`src/rtl/nios_soc_mem_engine.sv`:
```
// nios_soc_mem_engine
// Avalon-MM master that runs one memory command at a time against a
// single-port on-chip RAM: FILL a word range with a constant or incrementing
// pattern, SUM a word range, or VERIFY a word range against a pattern.
//
// Ports
//   clk, reset          system clock, synchronous active-high reset
//   cmd_valid/ready     command handshake (ready only while idle)
//   cmd_op              0=FILL 1=SUM 2=VERIFY 3=reserved
//   cmd_base/count      first word address / number of words (clamped)
//   cmd_pattern/incr    fill/compare seed, +1 per word when incr is set
//   busy, done          command in progress / one-cycle completion pulse
//   result              FILL: words written, SUM: sum, VERIFY: words checked
//   error, err_addr     VERIFY mismatch or reserved op / first bad address
//   avm_*               Avalon-MM master port
module nios_soc_mem_engine #(
    parameter int ADDR_W       = 10,
    parameter int READ_LATENCY = 1
) (
    input  logic              clk,
    input  logic              reset,
    input  logic              cmd_valid,
    output logic              cmd_ready,
    input  logic [1:0]        cmd_op,
    input  logic [ADDR_W-1:0] cmd_base,
    input  logic [ADDR_W:0]   cmd_count,
    input  logic [31:0]       cmd_pattern,
    input  logic              cmd_incr,
    output logic              busy,
    output logic              done,
    output logic [31:0]       result,
    output logic              error,
    output logic [ADDR_W-1:0] err_addr,
    output logic [ADDR_W-1:0] avm_address,
    output logic [3:0]        avm_byteenable,
    output logic              avm_chipselect,
    output logic              avm_read,
    output logic              avm_write,
    output logic [31:0]       avm_writedata,
    input  logic [31:0]       avm_readdata,
    input  logic              avm_waitrequest
);

    typedef enum logic [2:0] {
        S_IDLE,
        S_WR,
        S_RD_REQ,
        S_RD_WAIT,
        S_FINISH
    } state_e;

    typedef enum logic [1:0] {
        OP_FILL   = 2'd0,
        OP_SUM    = 2'd1,
        OP_VERIFY = 2'd2,
        OP_RSVD   = 2'd3
    } op_e;

    localparam logic [ADDR_W:0] IDX_ONE  = 1;
    localparam logic [2:0]      LAT_INIT = 3'(READ_LATENCY);

    state_e            state;
    op_e               op_r;
    logic [ADDR_W-1:0] base_r;
    logic [ADDR_W:0]   count_r;
    logic [31:0]       pattern_r;
    logic              incr_r;
    logic [ADDR_W:0]   index;
    logic [2:0]        lat_cnt;

    logic [ADDR_W:0]   cnt_clamp;
    logic [ADDR_W:0]   next_idx;
    logic [ADDR_W-1:0] cur_addr;
    logic [ADDR_W-1:0] next_addr;
    logic [31:0]       cur_pat;
    logic [31:0]       next_pat;
    logic              last;

    always_comb begin
        cnt_clamp = cmd_count;
        if (cmd_count[ADDR_W]) begin
            cnt_clamp = {1'b1, {ADDR_W{1'b0}}};
        end
        next_idx  = index + IDX_ONE;
        cur_addr  = base_r + index[ADDR_W-1:0];
        next_addr = base_r + next_idx[ADDR_W-1:0];
        cur_pat   = incr_r ? (pattern_r + 32'(index)) : pattern_r;
        next_pat  = incr_r ? (pattern_r + 32'(next_idx)) : pattern_r;
        last      = (next_idx == count_r);
    end

    always_ff @(posedge clk) begin
        if (reset) begin
            state          <= S_IDLE;
            op_r           <= OP_FILL;
            base_r         <= '0;
            count_r        <= '0;
            pattern_r      <= '0;
            incr_r         <= 1'b0;
            index          <= '0;
            lat_cnt        <= '0;
            cmd_ready      <= 1'b1;
            busy           <= 1'b0;
            done           <= 1'b0;
            result         <= '0;
            error          <= 1'b0;
            err_addr       <= '0;
            avm_address    <= '0;
            avm_byteenable <= '0;
            avm_chipselect <= 1'b0;
            avm_read       <= 1'b0;
            avm_write      <= 1'b0;
            avm_writedata  <= '0;
        end else begin
            case (state)
                S_IDLE: begin
                    done <= 1'b0;
                    if (cmd_valid) begin
                        op_r      <= op_e'(cmd_op);
                        base_r    <= cmd_base;
                        count_r   <= cnt_clamp;
                        pattern_r <= cmd_pattern;
                        incr_r    <= cmd_incr;
                        index     <= '0;
                        result    <= '0;
                        error     <= 1'b0;
                        err_addr  <= '0;
                        busy      <= 1'b1;
                        cmd_ready <= 1'b0;
                        if (op_e'(cmd_op) == OP_RSVD) begin
                            error <= 1'b1;
                            state <= S_FINISH;
                        end else if (cnt_clamp == '0) begin
                            state <= S_FINISH;
                        end else if (op_e'(cmd_op) == OP_FILL) begin
                            state          <= S_WR;
                            avm_write      <= 1'b1;
                            avm_chipselect <= 1'b1;
                            avm_byteenable <= '1;
                            avm_address    <= cmd_base;
                            avm_writedata  <= cmd_pattern;
                        end else begin
                            state          <= S_RD_REQ;
                            avm_read       <= 1'b1;
                            avm_chipselect <= 1'b1;
                            avm_byteenable <= '1;
                            avm_address    <= cmd_base;
                        end
                    end
                end

                S_WR: begin
                    if (!avm_waitrequest) begin
                        index  <= next_idx;
                        result <= result + 32'd1;
                        if (last) begin
                            avm_write      <= 1'b0;
                            avm_chipselect <= 1'b0;
                            avm_byteenable <= '0;
                            state          <= S_FINISH;
                        end else begin
                            avm_address   <= next_addr;
                            avm_writedata <= next_pat;
                        end
                    end
                end

                S_RD_REQ: begin
                    if (!avm_waitrequest) begin
                        avm_read       <= 1'b0;
                        avm_chipselect <= 1'b0;
                        avm_byteenable <= '0;
                        lat_cnt        <= LAT_INIT;
                        state          <= S_RD_WAIT;
                    end
                end

                S_RD_WAIT: begin
                    // Counter was loaded at the accept edge, so data is valid
                    // on the edge where it reads 1.
                    if (lat_cnt == 3'd1) begin
                        if (op_r == OP_SUM) begin
                            result <= result + avm_readdata;
                        end else begin
                            result <= result + 32'd1;
                        end
                        if (op_r == OP_VERIFY && avm_readdata != cur_pat) begin
                            error    <= 1'b1;
                            err_addr <= cur_addr;
                            state    <= S_FINISH;
                        end else begin
                            index <= next_idx;
                            if (last) begin
                                state <= S_FINISH;
                            end else begin
                                state          <= S_RD_REQ;
                                avm_read       <= 1'b1;
                                avm_chipselect <= 1'b1;
                                avm_byteenable <= '1;
                                avm_address    <= next_addr;
                            end
                        end
                    end else begin
                        lat_cnt <= lat_cnt - 3'd1;
                    end
                end

                S_FINISH: begin
                    done      <= 1'b1;
                    busy      <= 1'b0;
                    cmd_ready <= 1'b1;
                    state     <= S_IDLE;
                end

                default: begin
                    state <= S_IDLE;
                end
            endcase
        end
    end

endmodule
```
`config.mk`:
```
export PLATFORM = sky130hd
export DESIGN_NAME = nios_soc_mem_engine
export DESIGN_NICKNAME = d
export VERILOG_FILES = /design/src/rtl/nios_soc_mem_engine.sv
export SDC_FILE = /design/constraint.sdc
export NUM_CORES = 1
export LEC_CHECK = 0
export ABC_CLOCK_PERIOD_IN_PS = 3500
export CAP_MARGIN = 20
export CORE_ASPECT_RATIO = 0.5
export CORE_MARGIN = 2
export CORE_UTILIZATION = 40
export CTS_BUF_LIST = sky130_fd_sc_hd__clkbuf_4
export DETAILED_ROUTE_END_ITERATION = 16
export DONT_BUFFER_PORTS = 1
export SYNTH_ARGS = -nofsm -noshare
export SYNTH_HDL_FRONTEND = slang
export SYNTH_SLANG_ARGS = --single-unit
```
`constraint.sdc`:
```
create_clock -name clk -period 3.5 [get_ports clk]
set_clock_uncertainty 0.05 [all_clocks]
set_input_delay 0.7 -clock clk [delete_from_list [all_inputs] [get_ports clk]]
set_output_delay 0.7 -clock clk [all_outputs]
set_load 0.02 [all_outputs]
```
Word level (Yosys, flattened, before mapping)
Index checks and enable logic that the tools add are counted.

Bits in registers: 168. Output and inout bits: 95. Word-level logic and storage cells: 161. Bits in latches: 0. Bits in writable memories: 0. Bits of input ports: 92. Memories kept: 0. Memory bits (read-only): 0.

Order comparisons: 0. Add/subtract/negate cells: 8. $mul: 0. Equality and inequality tests: 24. Reductions and logical operators: 23. Div/mod/pow operators: 0. Bitwise gates (word level): 0. Multiplexer cells: 86. Shifts and indexed selects: 0.

Operators with widths (number): $mux W32 (12); $mux W10 (10); $pmux W32 S3 (1); $add A32 B11 Y32 (2); $pmux W32 S2 (1); $mux W11 (5); $mux W4 (9); $mux W3 (11); $pmux W11 S3 (1); $add A32 B1 Y32 const B (1); $add A32 B32 Y32 (1); $ne A32 B32 Y1 (1); $pmux W10 S3 (1); $ne A2 B2 Y1 const B (14); $mux W1 (23); $reduce_and A7 Y1 (3); $add A10 B10 Y10 (2); $pmux W10 S2 (1); $pmux W4 S4 (1); $pmux W3 S4 (1); $add A11 B1 Y11 const B (1); $eq A11 B11 Y1 (1); $logic_not A11 Y1 (1); $pmux W1 S2 (5); 22 further kinds (32).

Depth between registers and ports, before layout
Depth after elaboration: 7. Mapped depth: 16. Depth with buffers taken out: 16.

Worst setup path before layout
No wires, ideal clock.

Path kind: reg2reg. Start: register index[0]. End: register err_addr[2]. Buffers on the path: 1. Library setup time: 121 ps. Period minus slack after synthesis: 3704 ps. Cell stages (with the launch flop): 15. Path slack: -204 ps. Arrival: 3533 ps. Required time: 3329 ps. Cells stage by stage: dfxtp_1 > ha_1 > fa_1 > a211oi_2 > o21a_1 > o21bai_1 > or3_1 > a22o_1 > a211o_1 > nor4_2 > a21oi_2 > a21oi_1 > or2_1 > buf_4 > mux2_2.

Cells in the longest elaborated chain, start to end: 6. Elaborated cells on any way between the ends: 10. Those cells by class: add/sub: 2; eq/ne: 2; mux: 4; reduce/logical: 2.

RTL lines: start, declared (line 68) `logic [ADDR_W:0] index;`; start signal, assigned (line 154) `index <= next_idx;`; start signal, assigned (line 192) `index <= next_idx;`; $add A32 B11 Y32 (line 87) `cur_pat = incr_r ? (pattern_r + 32'(index)) : pattern_r;`; $mux W32 (line 87); $ne A32 B32 Y1 (line 187) `if (op_r == OP_VERIFY && avm_readdata != cur_pat) begin`; $logic_and A1 B1 Y1 (line 187); $ne A2 B2 Y1 (no line); $reduce_and A4 Y1 (no line); end signal, assigned (line 189) `err_addr <= cur_addr;`; end, declared (line 33) `output logic [ADDR_W-1:0] err_addr,`.

Parallel ways exist; a longest one is shown, timed or not. The select of a mux whose other input is x is not followed. A chain may end at the register's enable or synchronous reset.

Final worst setup path
Start: register index[0]. End: register index[2].

Cells in the longest elaborated chain, start to end: 6. Elaborated cells on any way between the ends: 11. Those cells by class: add/sub: 2; eq/ne: 2; mux: 5; reduce/logical: 2.

RTL lines (line): $add A32 B11 Y32 (87); $mux W32 (87); $ne A32 B32 Y1 (187); $logic_and A1 B1 Y1 (187); $ne A2 B2 Y1 (no line); $reduce_and A5 Y1 (no line).

Parallel ways exist; a longest one is shown, timed or not. The select of a mux whose other input is x is not followed.

==> results.md <==
- Outcome: complete, but fails checks
- Failing checks: negative setup slack
- RSZ-0062 raised after global routing: yes
- Core Box Area: around 0.031 mm²
- Crit. End Element: register
- Period utilisation layout: 106%
- Number of nets with antenna violations after routing: 0
- Starting Density: ~40%
- Number of DRC markers in iteration 0: 1,050
- Post-synth top area share: 26.0%
- CP max FO: 8
- Root buf cell: clkbuf_4
- Filler cells: 3,054
- DRT Pass-1 Iters: 6
- Synthesized instance count: 1,686
- Buffers on Ports: 0
- Cell Pwr Density: approximately 470 mW/mm²
- Total grt overflow: 0
- GRT Overall Usage: 25.6%
- Layout cell share with drive strength beyond 1: 21.5%
- Synth Flop Type: dfxtp_1
- Die Wd: about 260 µm
- Largest net degree at the start of global routing: 138
- GPL Wtd Cong: approximately 0.95
- Hold crit path type: primary input to register
- Die area: 0.0331 mm²
- DR vias: 12,900
- Synth area leaders: dfxtp_1 26%, nand2_1 8.3%, a21oi_1 8.0%, ha_1 7.4%, xnor2_1 5.8%
- Register area share after synthesis: 26.0%
- DRC viols: 0
- Via density per instance: between 5 and 6
- # IOs: 187
- Nets@finish: 1,997
- Detail Placement HPWL: ~32 mm
- Syn-to-layout area delta: 23.2%
- CTS tree: yes
- Clock transition at path regs: around 0.16 ns
- Site row count: 45
- Syn_nets: 1,858
- Critical path class: register to register
- CTS sink cnt: ~160
- Total of max-cap violations: 0
- Mean Syn Cell Area: 7.48 µm²
- Most frequent cell after synthesis: nand2_1
- Worst Setup Start Kind: register
- Die Y: 130 µm
- Final Max Slew Viols: 0
- CTS Buf Count: 17
- Clock Path Buffers: 2
- Synth unique cells: between 70 and 80
- Number of global-route vias before repair: 11,700
- Worst-Margin Slew: 1.17 ns
- Area of the mapped netlist: 0.0126 mm²
- Total power: 7.32 mW
- First-pass GRT wire length: 65.5 mm
- Initial antenna violation count: 2
- Final hold slack: 0.0844 ns
- VDD IR max: 0.000393 V
- Multi-input gate area: ~0.0095 mm²
- Post-layout util: 50.6%
- Req. time, crit path: just over 4 ns
- Ys Warns: 0
- Routed Wire Length: 43.6 mm
- Ys async rst share: 0%
- Fin. Hold Viols: 0
- Number of synthesized flops with an enable pin: 0
- Lkg Pwr: 6.16 nW
- Max_slew headroom: 22.1%
- Register Area: between 0.003 and 0.004 mm²
- Seq cells post-synth: 164
- Drt wl/cell: 19.3 µm
- # setup viols final: 43
- Htree depth: 4
- Tmin final: 3.71 ns
- Crit path DAT: around 4.3 ns
- Max frequency: 0.269 GHz
- Commonest cells in the netlist: 278 x nand2_1, 202 x a21oi_1, 164 x dfxtp_1, 134 x nor2_1, 84 x xnor2_1
- Worst-skew pair later-pin latency: 0.67 ns
- Area leader, netlist: dfxtp_1
- Setup WS post-layout: -0.213 ns
## routing by layer
metal,vias to the layer above,wire [µm],GRT usage (%)
met3,43,2530,5.46
li1,6293,-,-
met5,-,0,0
met4,0,622,6.05
met2,357,20300,42.0
met1,6209,20200,34.6
## power breakdown
part | total, mW | leakage [nW] | switching [mW] | internal [mW]
Combinational | 3.47 | 4.68 | 2.00 | 1.47
Clock | 1.18 | 0.144 | 0.798 | 0.379
Sequential | 2.68 | 1.34 | 0.506 | 2.17
Total | 7.32 | 6.16 | 3.30 | 4.02
## area by class of cell
| class | count | share of cell area [%] |
|---|---|---|
| multi-input combinational | 1383 | 61.0 |
| sequential | 164 | 21.2 |
| timing repair buffer | 223 | 11.8 |
| tap | 423 | 3.41 |
| clock buffer | 19 | 0.918 |
| inverter | 36 | 0.870 |
| clock inverter | 13 | 0.789 |
| antenna | 2 | 0.0322 |
## repair_timing
item	CTS	global route
hold endpoints to repair	21	0
setup endpoints to repair	65	65
gates resized for setup	69	93
gates cloned	3	1
hold buffers	1	0
setup buffers	19	13
pin swaps	47	62
## flip-flops by register name (all words and copies together) (netlist names)
register and flops:
state 3, done 1, cmd_ready 1, avm_writedata 32
error 1, op_r 2, busy 1, err_addr 10
pattern_r 32, avm_read 1, result 32, avm_write 1
base_r 10, lat_cnt 3, avm_address 10, avm_byteenable 1
count_r 11, incr_r 1, index 11
## worst max-delay path: stages, from the launching register on
cell and delay [ns]:
dfxtp_4 0.39, ha_4 0.15, fa_2 0.36, a211oi_4 0.25, buf_4 0.14, o21a_1 0.14
o21bai_2 0.08, or3_1 0.34, a22o_1 0.18, a211o_1 0.27, nor4_2 0.27, a21oi_2 0.15
a21o_4 0.27, buf_12 0.14, or3_4 0.33, a21oi_2 0.12
## cells by family after synthesis
kind of cell               share of synthesized area, %
AOI/OAI and AO/OA                                  25.5
and+or+nand+nor                                    22.5
xor gates and xnor gates                           10.8
adders and majority gates                          8.23
DFF                                                26.0
buffers and inverters                              4.60
muxes                                              2.37
## cell usage in the layout, fill, tap and decap left out, types with 9 or more instances in the layout
| cell | instances |
|---|---|
| xnor2_1 | 79 |
| nor3_1 | 24 |
| nand4_1 | 19 |
| dfxtp_1 | 159 |
| xor2_1 | 61 |
| o211ai_1 | 28 |
| or3_1 | 13 |
| a21o_1 | 27 |
| o21bai_1 | 9 |
| a211oi_2 | 19 |
| o22ai_1 | 10 |
| nand3_1 | 38 |
| buf_4 | 199 |
| nor4_1 | 11 |
| and4_1 | 9 |
| o21ai_0 | 60 |
| and3_1 | 15 |
| nand2b_1 | 11 |
| mux2i_1 | 22 |
| nor2_1 | 131 |
| a22oi_1 | 13 |
| and2_1 | 9 |
| inv_1 | 29 |
| a21oi_2 | 12 |
| nand3b_1 | 12 |
| nor2b_1 | 12 |
| a21oi_1 | 190 |
| ha_1 | 63 |
| buf_6 | 16 |
| a211oi_1 | 21 |
| ha_4 | 9 |
| a31oi_1 | 10 |
| nand2_1 | 265 |
| a211o_1 | 9 |
| o21a_1 | 12 |
| clkbuf_4 | 19 |
## path summary, 6_finish.rpt
check	to	slack, ns	start	depth (start not counted)
worst max-delay path	index[2]	-0.21	index[0]	15
worst min-delay path	pattern_r[14]	0.08	cmd_pattern[14]	2
worst max register to register	index[2]	-0.21	index[0]	15
worst min register to register	count_r[7]	0.43	count_r[7]	2
## metrics by stage
step | std cells | setup slack, ns | area [µm²] | setup TNS, ns
after floorplan | 1686 | 0.0189 | 12600 | 0
after global placement | 2194 | -0.177 | 14200 | -5.34
after detailed placement | 2194 | -0.294 | 14200 | -7.68
after CTS | 2248 | -0.233 | 15000 | -5.54
after global routing | 2263 | -0.417 | 15500 | -14.15
final | 2263 | -0.213 | 15500 | -4.87
Power figures use the tool's default switching activity.
